### src/rtl/serial_sub32_pkg.sv
// serial_sub32_pkg
// Shared definitions for the bit-serial subtractor: FSM state encoding and
// the default operand/counter widths.
package serial_sub32_pkg;

  typedef enum logic [1:0] {
    ST_IDLE = 2'd0,
    ST_RUN  = 2'd1,
    ST_DONE = 2'd2
  } state_t;

  localparam int DEF_WIDTH = 32;
  localparam int DEF_CW    = 6;

endpackage

### src/rtl/serial_sub32_fs.sv
// serial_sub32_fs
// One-bit full subtractor cell: computes i_a - i_b - i_bin.
// Ports:
//   i_a    minuend bit
//   i_b    subtrahend bit
//   i_bin  borrow in
//   o_diff difference bit
//   o_bo   borrow out
module serial_sub32_fs (
  input  logic i_a,
  input  logic i_b,
  input  logic i_bin,
  output logic o_diff,
  output logic o_bo
);

  assign o_diff = i_a ^ i_b ^ i_bin;
  assign o_bo   = (~i_a & i_b) | (~(i_a ^ i_b) & i_bin);

endmodule

### src/rtl/serial_sub32.sv
// serial_sub32
// Bit-serial two's-complement subtractor, diff = a - b, processed LSB first
// through a single full-subtractor cell and a borrow flop. One result every
// WIDTH+1 cycles using a start/busy/done handshake.
//
// WIDTH must be at least 2 and CW must satisfy 2**CW > WIDTH.
//
// State table
//   ST_IDLE | waiting for start
//   ST_RUN  | shifting one bit per cycle through the FS cell
//   ST_DONE | result valid, done high; start here chains a new operation
//
// Ports:
//   i_clk   clock, rising edge
//   i_rst   asynchronous active-high reset
//   i_start request, sampled only when not busy
//   i_a     minuend, sampled on the accepting edge
//   i_b     subtrahend, sampled on the accepting edge
//   o_busy  operation in progress
//   o_done  one-cycle completion pulse
//   o_diff  registered result, held until the next completion
//   o_bout  final borrow (unsigned a < b)
//   o_ovf   signed overflow of a - b
module serial_sub32
  import serial_sub32_pkg::*;
#(
  parameter int WIDTH = DEF_WIDTH,
  parameter int CW    = DEF_CW
) (
  input  logic             i_clk,
  input  logic             i_rst,
  input  logic             i_start,
  input  logic [WIDTH-1:0] i_a,
  input  logic [WIDTH-1:0] i_b,
  output logic             o_busy,
  output logic             o_done,
  output logic [WIDTH-1:0] o_diff,
  output logic             o_bout,
  output logic             o_ovf
);

  localparam logic [CW-1:0] LAST_BIT = CW'(WIDTH - 1);

  state_t           r_state;
  logic [WIDTH-1:0] r_a;
  logic [WIDTH-1:0] r_b;
  logic [WIDTH-1:0] r_res;
  logic             r_br;
  logic [CW-1:0]    r_cnt;

  logic w_d;
  logic w_bo;

  serial_sub32_fs u_fs (
    .i_a    (r_a[0]),
    .i_b    (r_b[0]),
    .i_bin  (r_br),
    .o_diff (w_d),
    .o_bo   (w_bo)
  );

  always_ff @(posedge i_clk or posedge i_rst) begin
    if (i_rst) begin
      r_state <= ST_IDLE;
      r_a     <= '0;
      r_b     <= '0;
      r_res   <= '0;
      r_br    <= 1'b0;
      r_cnt   <= '0;
      o_busy  <= 1'b0;
      o_done  <= 1'b0;
      o_diff  <= '0;
      o_bout  <= 1'b0;
      o_ovf   <= 1'b0;
    end else begin
      case (r_state)
        // DONE behaves like IDLE for acceptance, which gives back-to-back
        // operation without an idle gap.
        ST_IDLE, ST_DONE: begin
          o_done <= 1'b0;
          if (i_start) begin
            r_a     <= i_a;
            r_b     <= i_b;
            r_res   <= '0;
            r_br    <= 1'b0;
            r_cnt   <= '0;
            o_busy  <= 1'b1;
            r_state <= ST_RUN;
          end else begin
            r_state <= ST_IDLE;
          end
        end

        ST_RUN: begin
          r_res <= {w_d, r_res[WIDTH-1:1]};
          r_a   <= r_a >> 1;
          r_b   <= r_b >> 1;
          r_br  <= w_bo;
          r_cnt <= r_cnt + CW'(1);
          if (r_cnt == LAST_BIT) begin
            // Last bit: r_a[0]/r_b[0] now hold the operand sign bits and
            // w_d is the result sign bit.
            o_diff  <= {w_d, r_res[WIDTH-1:1]};
            o_bout  <= w_bo;
            o_ovf   <= (r_a[0] ^ r_b[0]) & (w_d ^ r_a[0]);
            o_busy  <= 1'b0;
            o_done  <= 1'b1;
            r_state <= ST_DONE;
          end
        end

        default: begin
          r_state <= ST_IDLE;
        end
      endcase
    end
  end

endmodule
### config.mk
export PLATFORM = sky130hd
export DESIGN_NAME = serial_sub32
export DESIGN_NICKNAME = d
export VERILOG_FILES = /design/src/rtl/serial_sub32_pkg.sv /design/src/rtl/serial_sub32_fs.sv /design/src/rtl/serial_sub32.sv
export SDC_FILE = /design/constraint.sdc
export NUM_CORES = 1
export LEC_CHECK = 0
export CAP_MARGIN = 20
export CORE_MARGIN = 8
export CORE_UTILIZATION = 45
export DETAILED_ROUTE_END_ITERATION = 6
export GPL_TIMING_DRIVEN = 1
export PLACE_DENSITY = 0.79
export SYNTH_ARGS = -nofsm -noshare
export SYNTH_HDL_FRONTEND = slang
export SYNTH_SLANG_ARGS = --single-unit
### constraint.sdc
create_clock -name i_clk -period 12.5 [get_ports i_clk]
set_input_delay 2.5 -clock i_clk [delete_from_list [all_inputs] [get_ports i_clk]]
set_output_delay 2.5 -clock i_clk [all_outputs]
set_load 0.02 [all_outputs]
==> impl_results.md <==
- Routed vias: 4,063
- Mux share of post-synthesis cell area: 0.08659
- Tmin final: 3973 ps
- DRT antenna net count: 0
- Largest family of logic cells by synthesized area: compound AO/OA/AOI/OAI gates
- Crit path launch type: input port
- Status: finished clean
- Root buffer cell: clkbuf_16
- Global-route wire length before repair: 20,760 µm
- Starting Density: 0.4587
- Area Growth Syn to Fin: 29.97%
- TritonCTS clock tree: yes
- Final Net Count: 629
- P per Cell Area: 247.5 nW/µm²
- RD Place Congestion: 0.7475
- EDFF count, synth: 0
- Clock slew seen by the registers of the worst setup and hold paths: 60 ps
- FP Rows: 41
- Pleak: 3.442 nW
- Total power: 0.001855 W
- Crit path arrival time: 4270 ps
- Port Buffers: 102
- Routed wire length per instance: 17.31 µm
- Hold Crit Class: register to register
- Vias per inst: 5.461
- Post-Synth Adder-Cell Area: 0.007813
- Critical path origin: i_start
- Syn Nets: 539
- Fraction of registers with async set/reset: 1.000
- Req. time, crit path: 12,800 ps
- Core ar.: 12,570 µm²
- FF-to-FF Start: r_state[1]
- Setup TNS: 0 ps
- ANT cells: 0
- Fin Clk Skew: 7.653 ps
- DIE AREA: 16,690 µm²
- Depth of the CTS H-tree: 4
- Post-synth top area share: 0.6076
- Pre-Repair DR Iteration Count: 5
- CP Max Fanout: 66
- Dpl hpwl: 8245 µm
- Max-slew violation count: 0
- Insertion delay to the later sink of the worst-skew pair: 420 ps
- Ys flop type: dfrtp_1
- Final worst path period share: 0.3178
- Simple-gate portion of the synthesized area: 0.1098
- Final Hold Viols: 0
- Final wirelength: 12,880 µm
- RR Endpoint: o_diff[26]
- Crit path capture: r_res[28]
- Setup Buffers After CTS: 0
- Max Cap Viol: 0
- Most common cell after layout, fill and taps aside: dfrtp_1
- Resize count post-CTS: 0
- Slew margin rel.: 0.4963
- Hold buffer count at cts: 0
- Sequential cell area fraction in the yosys report: 0.6076
- Total gr overflow: 0
- Gr usage total: 0.1580
- Fmax: 0.2517 GHz
- CTS Sinks: 140
- Top post-synthesis cells by area: dfrtp_1, a22oi_1, mux2_4
- Clk buf depth: 2
- CP Capture Type: register
- Synth Register Bits: 140
- Area leader, netlist: dfrtp_1
- Fin cells: 744
- Setup violators final: 0
- Yosys warns: 0
- Number of global-route vias before repair: 4,111
- Hold_sp: r_a[13]
- Die X-Extent: 129.2 µm
- Post-Synthesis Cell Area: 5766 µm²
- Fin area: 7493 µm²
- Largest net degree at the start of global routing: 95
- Post-Synth XOR/XNOR Area: 0.003038
- TritonCTS Buffers: 17
- Placed cell area: 6867 µm²
- Share of cells above drive strength 1: 0.1416
- RSZ-0062 raised after global routing: no
- Antenna violations before repair: 0
- Crit Path Class: input port to register
- Commonest cells after routing, fill and taps aside: dfrtp_1, clkdlybuf4s50_1, nand2_1, a22oi_1, nand3_1
- Worst R2R Path Depth: 5
- R2R setup slack: 9730 ps
- Ports: 103
- Final hold slack: 500.8 ps
- Post-Synthesis Cells: 469
- # DRC: 0
- Worst VDD drop: 0.1395 mV
- Die Span Y: 129.2 µm
- Post-synthesis area per instance: 12.29 µm²
- Placed cells: 711
- Drt first-iter violations: 342
- Worst slew pin tran: 752.4 ps
- Netlist cell types: 34
- Synth Area in Compound Gates: 0.1432
## final cells by class
cell class / count / area, µm²
multi-input cells: 284 / 2047
fillers: 993 / 5075
clock buffers: 17 / 425.4
flip-flops and latches: 140 / 3503
repair buffers: 110 / 1101
well taps: 172 / 215.2
inverters: 6 / 27.53
clock inverters: 15 / 173.9
## critical path: stages
cell             delay (ps)
clkdlybuf4s50_1         490
nor2b_4                 140
buf_4                   540
nor2_2                   80
buf_4                   270
a22o_1                  220
## cell usage after synthesis, types with 3 or more instances
library cell	count
dfrtp_1	140
buf_12	3
nand2_1	64
nand3_1	60
mux2i_1	3
mux2_4	26
buf_2	10
buf_1	8
clkbuf_1	16
inv_1	6
mux2_2	7
a22o_1	34
o21ai_0	4
a22oi_1	62
## power breakdown
group          switching, W  internal [W]
clock network      0.000191      0.000313
logic              0.000297      0.000285
registers          0.000129      0.000639
total              0.000617       0.00124
## registers in the layout, indices dropped and copies added, names as in the netlist
signal and cells:
o_ovf 1, o_busy 1, r_state 2, o_diff 32
o_done 1, r_a 32, r_res 31, r_br 1
o_bout 1, r_b 32, r_cnt 6
## worst min-delay path by stage
stage	to	depth (start not counted)
floorplan	r_a[31]	1
global placement	r_b[23]	2
detailed placement	r_b[2]	2
CTS	r_a[3]	2
global route	r_a[31]	1
finish	r_a[13]	2
## metal layers
layer	part of all wire	global-route usage
met1	0.46	0.2031
met2	0.48	0.2500
met3	0.050	0.04396
met4	0.011	0.05874
met5	0	0
## through the flow
| stage | setup slack, ps | utilization |
|---|---|---|
| after floorplan | 6247 | - |
| after detailed placement | 8044 | 0.5463 |
| after global routing | 8425 | 0.5962 |
| after CTS | 8485 | 0.5940 |
| after global placement | 8087 | 0.5463 |
| final | 8527 | 0.5962 |
## cells by family (layout without fill, tap and decap cells)
family	Yosys count	in the layout
fa+ha+maj	3	3
xor+xnor	2	2
compound gates	106	106
flops	140	140
mux	36	36
simple gates	137	137
buf+inv	45	148
Power figures use the tool's default switching activity.
